[src/rtl/clkgen_bank_drp.sv]
// Clock-generation bank: CHANNELS registered divided clocks derived from CLKIN, each
// with its own divide/high/phase, reprogrammable over a DRP port, with lock sequencing and power-down.
module clkgen_bank_drp #(
    parameter int CHANNELS       = 6,
    parameter int CNT_WIDTH      = 8,
    parameter int DIVIDE_DEFAULT = 4,
    parameter int HIGH_DEFAULT   = 2,
    parameter int PHASE_DEFAULT  = 0,
    parameter int LOCK_CYCLES    = 16
) (
    input  logic                        CLKIN,
    input  logic                        RST,
    input  logic                        PWRDWN,
    input  logic [$clog2(CHANNELS)+1:0] DADDR,
    input  logic [15:0]                 DI,
    input  logic                        DEN,
    input  logic                        DWE,
    output logic [15:0]                 DO,
    output logic                        DRDY,
    output logic [CHANNELS-1:0]         CLKOUT,
    output logic                        LOCKED
);
    localparam int AW = $clog2(CHANNELS) + 2;
    localparam int LW = $clog2(LOCK_CYCLES + 1);
    localparam int W  = CNT_WIDTH;

    typedef enum logic [1:0] {LOCKING, RUN, PWRDN} state_t;

    state_t        state, state_nxt;
    logic [LW-1:0] lock_cnt, lock_cnt_nxt;

    logic [W-1:0]  div_r [CHANNELS];
    logic [W-1:0]  high_r [CHANNELS];
    logic [W-1:0]  phase_r [CHANNELS];
    logic [W-1:0]  d_eff [CHANNELS];
    logic [W-1:0]  h_eff [CHANNELS];
    logic [W-1:0]  p_eff [CHANNELS];
    logic [W-1:0]  cnt_r [CHANNELS];
    logic [W-1:0]  cnt_nxt [CHANNELS];
    logic [CHANNELS-1:0] wrap_r, wrap_nxt, clk_nxt;

    logic          vld_p0, vld_p1, busy, accept, addr_ok, wr_en;
    logic [AW-1:0] ch_idx;
    logic [15:0]   rd_val, rdata_p0, rdata_p1;
    logic          unused_di;

    function automatic logic [W-1:0] eff_div(input logic [W-1:0] v);
        return (v < W'(2)) ? W'(2) : v;
    endfunction

    function automatic logic [W-1:0] eff_high(input logic [W-1:0] v, input logic [W-1:0] d);
        if (v == '0) return W'(1);
        return (v > d - W'(1)) ? d - W'(1) : v;
    endfunction

    function automatic logic [W-1:0] eff_phase(input logic [W-1:0] v, input logic [W-1:0] d);
        return (v > d - W'(1)) ? d - W'(1) : v;
    endfunction

    // Output level for a channel whose period counter is c; w marks that the counter has wrapped at least once.
    function automatic logic clk_bit(input logic [W-1:0] c, input logic w,
                                     input logic [W-1:0] d, input logic [W-1:0] h,
                                     input logic [W-1:0] p);
        logic [W:0] pos;
        pos = (c >= p) ? {1'b0, c - p} : {1'b0, c} + {1'b0, d} - {1'b0, p};
        return (w || c >= p) && (pos < {1'b0, h});
    endfunction

    assign unused_di = ^DI;
    assign ch_idx    = DADDR >> 2;
    assign addr_ok   = (ch_idx < AW'(CHANNELS)) && (DADDR[1:0] != 2'd3);
    assign busy      = vld_p0 | vld_p1;
    assign accept    = DEN && !busy;
    assign wr_en     = accept && DWE && addr_ok;

    always_comb begin
        rd_val = '0;
        for (int c = 0; c < CHANNELS; c++) begin
            if (ch_idx == AW'(c)) begin
                case (DADDR[1:0])
                    2'd0:    rd_val = 16'(div_r[c]);
                    2'd1:    rd_val = 16'(high_r[c]);
                    2'd2:    rd_val = 16'(phase_r[c]);
                    default: rd_val = '0;
                endcase
            end
        end
    end

    // DRP access pipeline: accept edge -> p0 -> p1 -> DRDY two edges later
    always_ff @(posedge CLKIN) begin
        if (RST) begin
            vld_p0 <= 1'b0;
            vld_p1 <= 1'b0;
            DRDY   <= 1'b0;
            DO     <= '0;
        end else begin
            vld_p0 <= accept;
            vld_p1 <= vld_p0;
            DRDY   <= vld_p1;
            DO     <= vld_p1 ? rdata_p1 : '0;
        end
    end

    always_ff @(posedge CLKIN) begin
        if (accept) rdata_p0 <= DWE ? '0 : rd_val;
        rdata_p1 <= rdata_p0;
    end

    always_ff @(posedge CLKIN) begin
        for (int c = 0; c < CHANNELS; c++) begin
            if (RST) begin
                div_r[c]   <= W'(DIVIDE_DEFAULT);
                high_r[c]  <= W'(HIGH_DEFAULT);
                phase_r[c] <= W'(PHASE_DEFAULT);
            end else if (wr_en && ch_idx == AW'(c)) begin
                case (DADDR[1:0])
                    2'd0:    div_r[c]   <= DI[W-1:0];
                    2'd1:    high_r[c]  <= DI[W-1:0];
                    default: phase_r[c] <= DI[W-1:0];
                endcase
            end
        end
    end

    // Lock sequencer: power-down outranks a write-restart
    always_comb begin
        state_nxt    = state;
        lock_cnt_nxt = lock_cnt;
        if (PWRDWN) begin
            state_nxt    = PWRDN;
            lock_cnt_nxt = '0;
        end else if (state == PWRDN || wr_en) begin
            state_nxt    = LOCKING;
            lock_cnt_nxt = '0;
        end else if (state == LOCKING) begin
            if (lock_cnt == LW'(LOCK_CYCLES - 1)) state_nxt = RUN;
            else lock_cnt_nxt = lock_cnt + LW'(1);
        end
    end

    always_ff @(posedge CLKIN) begin
        if (RST) begin
            state    <= LOCKING;
            lock_cnt <= '0;
        end else begin
            state    <= state_nxt;
            lock_cnt <= lock_cnt_nxt;
        end
    end

    // Shadow registers only change through a restart, so clamping them continuously equals clamping at start.
    always_comb begin
        for (int c = 0; c < CHANNELS; c++) begin
            d_eff[c]    = eff_div(div_r[c]);
            h_eff[c]    = eff_high(high_r[c], d_eff[c]);
            p_eff[c]    = eff_phase(phase_r[c], d_eff[c]);
            cnt_nxt[c]  = '0;
            wrap_nxt[c] = 1'b0;
            if (state == RUN) begin
                wrap_nxt[c] = wrap_r[c] | (cnt_r[c] == d_eff[c] - W'(1));
                if (cnt_r[c] != d_eff[c] - W'(1)) cnt_nxt[c] = cnt_r[c] + W'(1);
            end
            clk_nxt[c] = (state_nxt == RUN) &&
                         clk_bit(cnt_nxt[c], wrap_nxt[c], d_eff[c], h_eff[c], p_eff[c]);
        end
    end

    always_ff @(posedge CLKIN) begin
        cnt_r  <= cnt_nxt;
        wrap_r <= wrap_nxt;
    end

    always_ff @(posedge CLKIN) begin
        if (RST) begin
            LOCKED <= 1'b0;
            CLKOUT <= '0;
        end else begin
            LOCKED <= (state_nxt == RUN);
            CLKOUT <= clk_nxt;
        end
    end
endmodule

[config.mk]
export PLATFORM = sky130hd
export DESIGN_NAME = clkgen_bank_drp
export DESIGN_NICKNAME = d
export VERILOG_FILES = /design/src/rtl/clkgen_bank_drp.sv
export SDC_FILE = /design/constraint.sdc
export NUM_CORES = 1
export LEC_CHECK = 0
export ABC_AREA = 1
export BUFFER_PORTS_ARGS = -buffer_cell sky130_fd_sc_hd__buf_2
export CAP_MARGIN = 5
export CELL_PAD_IN_SITES_DETAIL_PLACEMENT = 1
export CELL_PAD_IN_SITES_GLOBAL_PLACEMENT = 1
export CORE_ASPECT_RATIO = 0.9
export CORE_UTILIZATION = 52
export CTS_CLUSTER_DIAMETER = 200
export DETAILED_ROUTE_END_ITERATION = 12
export PLACE_DENSITY = 0.95
export SYNTH_ARGS = -nofsm -noshare
export SYNTH_HDL_FRONTEND = slang
export SYNTH_SLANG_ARGS = --single-unit
[constraint.sdc]
create_clock -name CLKIN -period 13.6 [get_ports CLKIN]
set_input_delay 1.36 -clock CLKIN [delete_from_list [all_inputs] [get_ports CLKIN]]
set_output_delay 1.36 -clock CLKIN [all_outputs]
set_load 0.01 [all_outputs]
# Word level (Yosys, flattened, before mapping)
# Memories as Yosys holds them, arrays and structs flattened.
# Index checks and enable logic that the tools add are counted.
[totals]
ff_bits = 119
ram_bits = 144
input_bits = 26
output_inout_bits = 24
elab_cells = 329
n_memories = 3
[op_classes]
addsub = 31
order_cmp = 31
eq_ne = 24
mux = 153
n_bitwise = 27
n_reduce_logical = 43
[memory_table]
columns = ["memory", "words", "width", "read_ports", "rd_clocked_by_memory_dff", "write_ports", "line_no", "source"]
rows = [
  ["div_r", 6, 8, 6, 0, 6, "32", "logic [W-1:0] div_r [CHANNELS];"],
  ["high_r", 6, 8, 6, 0, 6, "33", "logic [W-1:0] high_r [CHANNELS];"],
  ["phase_r", 6, 8, 6, 0, 6, "34", "logic [W-1:0] phase_r [CHANNELS];"],
]
[ops]
columns = ["cell", "count"]
rows = [
  ["two-way mux 8 bit", 60],
  ["one-hot mux 8 bit (3 select lines)", 6],
  ["> comparator 8 bit", 12],
  ["two-way mux 16 bit", 6],
  ["two-way mux 1 bit", 71],
  ["adder 8 x 8 -> 9 bit", 6],
  ["less-than comparator 9 x 8 -> 1 bit", 6],
  ["two-way mux 9 bit", 6],
  ["subtractor 9 x 8 -> 9 bit", 6],
  ["adder 8 x 1 -> 8 bit, second input constant", 6],
  ["equality test 8 bit", 6],
  ["greater-or-equal comparator 8 bit", 6],
  ["zero test 8 bit", 6],
  ["less-than comparator 8 x 2 -> 1 bit, second input constant", 6],
  ["!= test 8 bit", 6],
  ["subtractor 8 x 1 -> 8 bit, second input constant", 6],
  ["subtractor 8 bit", 6],
  ["OR 1 bit", 25],
  ["logical AND 1 bit", 22],
  ["two-way mux 2 bit", 4],
  ["logical OR 1 bit", 7],
  ["equality test 2 x 1 -> 1 bit, second input constant", 3],
  ["equality test 3 x 2 -> 1 bit, second input constant", 2],
  ["equality test 3 bit, second input constant", 2],
  ["13 further kinds", 17],
]

# Logic depth before layout (Yosys ltp)
# Gate-level depths: netlist of run 1.
# An unclocked memory read counts as a cell.
[depth]
depth_word = 13
depth_mapped = 43
ltp_nobuf = 43

# Worst setup path before layout of run 1
# Ideal clock, no wire load.
[synth_path]
path_type = "flip-flop to flip-flop"
start = "memory div_r[3][5] (netlist name)"
end = "register CLKOUT[3]"
arrival_time_ps = 5219
required_ps = 13534
path_slack_ps = 8315
stages_incl_launch_ff = 33
cell_sequence = "edfxtp_1 > nor2_2 > nand2_1 > inv_1 > nand3_2 > nand3_1 > nand2_1 > nand2_1 > inv_1 > ha_1 > nand2_1 > o21ai_0 > a21oi_1 > o22ai_1 > nand3_1 > nand2_2 > nand2_2 > o21ai_0 > inv_1 > fa_1 > fa_1 > a21oi_1 > o21bai_1 > a21oi_1 > o21ai_0 > or2_2 > a21oi_1 > a21oi_1 > ha_1 > a21o_1 > a2111oi_0 > nand3_1 > a21oi_2"
[synth_lines]
columns = ["element", "line_no", "source"]
rows = [
  ["from (decl)", "32", ""],
  ["to (signal assigned)", "180", "CLKOUT <= clk_nxt;"],
  ["to (decl)", "20", "output logic [CHANNELS-1:0] CLKOUT,"],
]

==> results of run 1 <==
synth_stat cells (13+ instances only):
library cell,number,share of area
a21oi_1,119,0.027
clkbuf_1,58,0.010
dfxtp_1,87,0.080
edfxtp_1,152,0.21
fa_1,48,0.044
ha_1,213,0.12
inv_1,430,0.074
inv_2,29,0.0050
nand2_1,562,0.097
nand2_2,48,0.014
nand3_1,162,0.037
nand3_2,20,0.0092
nand3b_1,13,0.0045
nand4_1,39,0.011
nor2_1,344,0.059
nor2_2,14,0.0040
nor3_1,44,0.010
nor4_1,13,0.0037
o211ai_1,56,0.019
o21ai_0,128,0.029
o21ai_1,21,0.0048
o21bai_1,14,0.0048
o221ai_1,13,0.0052
o22ai_1,32,0.0092
xnor2_1,18,0.0072
xor2_1,90,0.036
metrics by stage:
stage / worst slack (ns) / std cells / utilization / instance area [um^2] / hold WS, ns
3_3_place_gp: 7.34 / 3446 / 0.549 / 22500 / 0.326
6_report: 6.43 / 3503 / 0.572 / 23500 / 0.352
5_1_grt: 6.05 / 3499 / 0.572 / 23400 / 0.352
2_1_floorplan: 8.31 / 2933 / - / 21900 / 0.323
3_5_place_dp: 6.97 / 3446 / 0.549 / 22500 / 0.332
4_1_cts: 6.59 / 3496 / 0.572 / 23400 / 0.351
power by group:
part | switching, mW | internal (mW)
Sequential | 0.0227 | 0.790
Clock | 0.337 | 0.468
Combinational | 0.439 | 0.233
Total | 0.799 | 1.49
state kept, by name, summed over array words and instances (netlist names), 2 cells and up:
signal    cells
phase_r      48
div_r        48
state         2
rdata_p1      8
cnt_r        48
DO            8
high_r       48
lock_cnt      5
CLKOUT        6
rdata_p0      8
wrap_r        6
logic make-up after synthesis:
kind of cell / count (synthesis) / share of synthesized area
buffers and inverters: 546 / 0.0962
AND/OR/NAND/NOR: 1310 / 0.275
multiplexers: 5 / 0.00229
other: 1 / 0.000172
AO/OA/AOI/OAI: 453 / 0.126
XOR/XNOR: 111 / 0.0456
adder cells (fa/ha/maj): 261 / 0.166
flip-flops: 239 / 0.289
per-layer routing:
| layer | vias to the layer above | wire length, um | part of all wire | track usage |
|---|---|---|---|---|
| met4 | 0 | 5330 | 0.067 | 0.225 |
| li1 | 9742 | - | - | - |
| met5 | - | 0 | 0 | 0 |
| met2 | 1102 | 38600 | 0.48 | 0.652 |
| met1 | 10488 | 29600 | 0.37 | 0.425 |
| met3 | 387 | 6130 | 0.077 | 0.0593 |
worst register-to-register path, delay by kind of cell, from the launching register on:
kind,cells,cell delay (ns)
compound gates,12,2.70
fa+ha+maj,4,1.57
buf+inv,3,0.35
flops,1,0.51
simple gates,14,1.97
final cells by class:
type	instances	area, um^2
sequential	239	6310
antenna	5	12.5
clock buffer	36	759
clock inverter	14	180
multi-input combinational	2148	13500
fill	5227	17500
tap	540	676
inverter	470	1770
timing repair buffer	51	298
final timing paths:
kind | endpoint | slack [ns] | cells after the start
hold reg to reg | rdata_p1[5] | 0.35 | 0
setup / recovery | CLKOUT[3] | 6.43 | 33
hold / removal | rdata_p1[5] | 0.35 | 0
setup reg to reg | CLKOUT[3] | 6.43 | 33
==> results.py, run 1 <==
metrics = {
    "outcome": {
        "status": "finished, final reports clean",
    },
    "timing": {
        "drv_slew": 0,
        "fin_skew_ns": 0.0348,
        "hold_viol": 0,
        "slew_headroom": 0.157,
        "min_period_ns": 7.17,
        "tns_ns": 0,
        "max_freq_mhz": 139,
        "setup-violations-final": 0,
        "finalCritPeriodShare": 0.527,
        "worst_pin_slew_ns": 1.25,
        "grt_setup_unrepaired": "false",
    },
    "clock_network": {
        "cts_tree": "built",
        "cts_hold_buf": 0,
        "cts_buffers": 27,
        "clkSlewWorstSetupHoldPaths_ns": 0.07,
        "clock_sinks": 239,
        "clk_path_buf_depth": 3,
        "post_cts_buffers": 0,
        "cts-root-buf": "clkbuf_16",
        "ctsResizeCount": 0,
        "htreeDepth": 1,
        "clock_latency_ns": 0.59,
    },
    "worst_setup_path": {
        "crit_family": "compound AO/OA/AOI/OAI gates",
        "crit_path_start": "div_r[3][7]",
        "endpoint_kind": "flip-flop",
        "crit_top_cell": "a21oi_1",
        "critPathBufInv": 3,
        "critPathArrivalTime_ns": 7.67,
        "critPathMaxStageDelay_ns": 0.69,
        "crit_required_ns": 14.10,
        "worstSetupPathType": "reg -> reg",
        "startpoint_type": "flip-flop",
        "path_max_fanout": 13,
        "cpMaxStageDelayCell": "a2111oi_0",
        "reg2reg_from": "div_r[3][7]",
    },
    "detailed_routing": {
        "drc": 0,
        "finalWirelength_mm": 79.6,
        "dr.pass1.iters": 5,
        "routedWlPerCell_um": 22.7,
        "route.antenna.remaining_nets": 0,
        "via_per_inst": 6.20,
        "drt_iter0_drc": 1896,
        "vias": 21719,
    },
    "floorplanning": {
        "start_util": 0.533,
        "rows": 70,
        "fp.dieH_um": 196,
        "dieArea_um2": 42800,
        "die_w_um": 218,
        "io_pins": 50,
        "coreArea_um2": 41000,
    },
    "global_routing": {
        "antenna_found_initial": 3,
        "grt_pass1_wl_mm": 125,
        "grt_pass1_vias": 23300,
        "grt_use_total": 0.372,
        "grt_max_degree": 40,
        "grt-ovfl-total": 0,
    },
    "flow_run": {
        "drv_cap": 0,
    },
    "power_and_ir_drop": {
        "p_leak_nw": 11.2,
        "vdd_ir_drop_max_mv": 0.104,
        "cellPowerDensity_nw_per_um2": 97.6,
        "power_mw": 2.29,
    },
    "yosys": {
        "ys.flop_type": "edfxtp_1",
        "synth_area_um2": 21800,
        "synth_seq_area_share": 0.289,
        "async_reset_ff_frac": 0,
        "synth-edff-count": 152,
        "synth_cell_type_count": 66,
        "syn_inst": 2926,
        "ys_ff_latch": 239,
        "ys_warn_count": 0,
        "avgSynthCellArea_um2": 7.46,
    },
    "place": {
        "port_buffers": 33,
        "place_congestion": 0.921,
        "place_hpwl_mm": 59.8,
    },
    "cells_and_area": {
        "final_cell_mix": "nand2_1, inv_1, nor2_1, ha_1, nand3_1",
        "drive_above_1_share": 0.0889,
        "final_common_cell": "nand2_1",
        "area_growth_pct": 7.42,
        "nets": 3224,
    },
    "worst_hold_path": {
        "hold_start": "rdata_p0[5]",
        "min_path_type": "reg -> reg",
    },
}
Power figures use the tool's default switching activity.
==> inputs of run 2 (changes only) <==
- ABC_AREA: 1 -> 0
- CORE_UTILIZATION: 52 -> 45
- PLACE_DENSITY: 0.95 -> 0.89
- clock period: 13.6 -> 6.2 ns (I/O delays scaled with it)
==> results.py, run 2 <==
metrics = {
    "yosys": {
        "ys_ff_latch": 239,
        "ys.flop_type": "edfxtp_1",
        "synth_common_cells": "nor2_1, ha_1, a21oi_1",
        "synth_area_leaders": "edfxtp_1, ha_1, dfxtp_1, and2_1, fa_1",
        "synth_top_area_frac": 0.201,
        "syn_inst": 2623,
        "synth_most_common_cell": "nor2_1",
        "synth_area_um2": 22700,
        "synth_seq_area_share": 0.278,
        "avgSynthCellArea_um2": 8.65,
        "synth-edff-count": 152,
        "ys_warn_count": 0,
        "async_reset_ff_frac": 0,
        "synth_cell_type_count": 104,
        "synth_largest_area_cell": "edfxtp_1",
    },
    "cells_and_area": {
        "final_common_cell": "buf_4",
        "drive_above_1_share": 0.232,
        "final_cell_mix": "buf_4, nor2_1, ha_1, inv_1, nand2_1",
        "area_growth_pct": 22.4,
        "nets": 3159,
    },
    "global_routing": {
        "top_usage_layer": "met2",
        "grt_use_met2": 0.628,
        "grt_use_met1": 0.415,
        "grt_pass1_vias": 25329,
        "grt-ovfl-total": 0,
        "grt_use_total": 0.369,
        "grt_max_degree": 54,
        "grt_util_met3": 0.0820,
        "antenna_found_initial": 10,
        "grt_pass1_wl_mm": 148,
    },
    "place": {
        "pre_cts_ws_ns": -0.995,
        "place_congestion": 0.942,
        "place_hpwl_mm": 62.4,
        "port_buffers": 33,
    },
    "detailed_routing": {
        "via_per_inst": 6.87,
        "routedWlPerCell_um": 30.4,
        "drc": 0,
        "finalWirelength_mm": 108,
        "dr.pass1.iters": 8,
        "vias": 24504,
        "drt_iter0_drc": 2900,
        "route.antenna.remaining_nets": 0,
    },
    "worst_setup_path": {
        "endpoint_kind": "flip-flop",
        "startpoint_type": "flip-flop",
        "crit_top_cell": "a21oi_1",
        "worstSetupPathType": "reg -> reg",
        "cpMaxStageDelayCell": "or4_4",
        "reg2reg_slack_ns": -1.26,
        "crit_required_ns": 6.70,
        "path_max_fanout": 4,
        "critPathMaxStageDelay_ns": 0.57,
        "critPathArrivalTime_ns": 7.96,
    },
    "outcome": {
        "violations": "negative setup slack",
        "status": "complete, but fails checks",
    },
    "worst_hold_path": {
        "min_path_type": "reg -> reg",
    },
    "flow_run": {
        "drv_cap": 0,
    },
    "timing": {
        "worst_pin_slew_ns": 1.24,
        "max_freq_mhz": 134,
        "min_period_ns": 7.46,
        "hold_viol": 0,
        "tns_ns": -2.56,
        "drv_slew": 0,
        "fin_ws_ns": -1.26,
        "setup-violations-final": 5,
        "grt_setup_unrepaired": "true",
        "fin_skew_ns": 0.0449,
        "slew_headroom": 0.169,
        "finalCritPeriodShare": 1.20,
    },
    "clock_network": {
        "cts_tree": "built",
        "htreeDepth": 1,
        "clock_latency_ns": 0.62,
        "clk_path_buf_depth": 3,
        "cts_hold_buf": 0,
        "clkSlewWorstSetupHoldPaths_ns": 0.08,
        "clock_sinks": 239,
        "cts-root-buf": "clkbuf_16",
        "cts_buffers": 28,
    },
    "floorplanning": {
        "fp.dieH_um": 215,
        "io_pins": 50,
        "dieArea_um2": 51300,
        "rows": 77,
        "die_w_um": 239,
        "start_util": 0.459,
        "coreArea_um2": 49400,
    },
    "power_and_ir_drop": {
        "p_leak_nw": 11.9,
        "power_mw": 5.89,
        "vdd_ir_drop_max_mv": 0.253,
        "cellPowerDensity_nw_per_um2": 212,
    },
}
## run 2: cells by family (layout without fill, tap and decap cells)
| kind of cell | count (synthesis) | count (layout) | synth area share |
|---|---|---|---|
| xor+xnor | 155 | 155 | 0.0605 |
| mux | 97 | 97 | 0.0453 |
| other cells | 1 | 13 | 0.000165 |
| simple gates | 897 | 897 | 0.205 |
| flops | 239 | 239 | 0.278 |
| buf+inv | 311 | 573 | 0.0546 |
| fa+ha+maj | 280 | 280 | 0.168 |
| compound gates | 643 | 644 | 0.188 |
## run 2: routing by layer
| layer | vias to the layer above | part of all wire |
|---|---|---|
| met5 | - | 0.00043 |
| met4 | 8 | 0.098 |
| met3 | 837 | 0.11 |
| met2 | 1992 | 0.45 |
| met1 | 11796 | 0.34 |
| li1 | 9871 | - |
## run 2: final timing paths
| check | start | endpoint | cells past startpoint |
|---|---|---|---|
| setup / recovery | div_r[0][3] | CLKOUT[0] | 30 |
| hold / removal | rdata_p0[0] | rdata_p1[0] | 0 |
| setup reg to reg | div_r[0][3] | CLKOUT[0] | 30 |
| hold reg to reg | rdata_p0[0] | rdata_p1[0] | 0 |
## run 2: through the flow
step	instance area, um^2	hold slack, ns	utilization	instances
2_1_floorplan	22900	0.323	-	2630
3_3_place_gp	25000	0.324	0.506	3417
3_5_place_dp	25000	0.338	0.506	3417
4_1_cts	26800	0.298	0.542	3527
5_1_grt	27800	0.378	0.562	3567
6_report	27800	0.370	0.562	3569
## run 2: worst max-delay path: cells and delay by family (launching register included)
family,cells,cell delay [ns]
DFF,1,0.43
adders and majority gates,4,1.50
AOI/OAI and AO/OA,10,2.03
and+or+nand+nor,10,2.22
buffers and inverters,3,0.42
xor gates and xnor gates,2,0.44
muxes,1,0.31
## run 2: area by class of cell
| cell class | count | area (um^2) |
|---|---|---|
| diodes | 5 | 12.5 |
| well taps | 671 | 840 |
| repair buffers | 348 | 2590 |
| clock buffers | 35 | 803 |
| fillers | 5580 | 21700 |
| clock inverters | 16 | 145 |
| inverters | 174 | 656 |
| flip-flops and latches | 239 | 6310 |
| multi-input cells | 2081 | 16400 |
## run 2: timing repair
item | 4_1_cts | 5_1_grt
endpoints found under the setup margin | 6 | 6
setup buffers | 59 | 38
pin swaps | 86 | 113
gates resized for setup | 98 | 143
gates cloned | 0 | 1
## run 2: where the power goes
part / internal (mW) / switching, mW / leakage, nW
combinational: 0.960 / 1.26 / 9.22
clock: 0.972 / 0.883 / 0.460
sequential: 1.74 / 0.0727 / 2.21
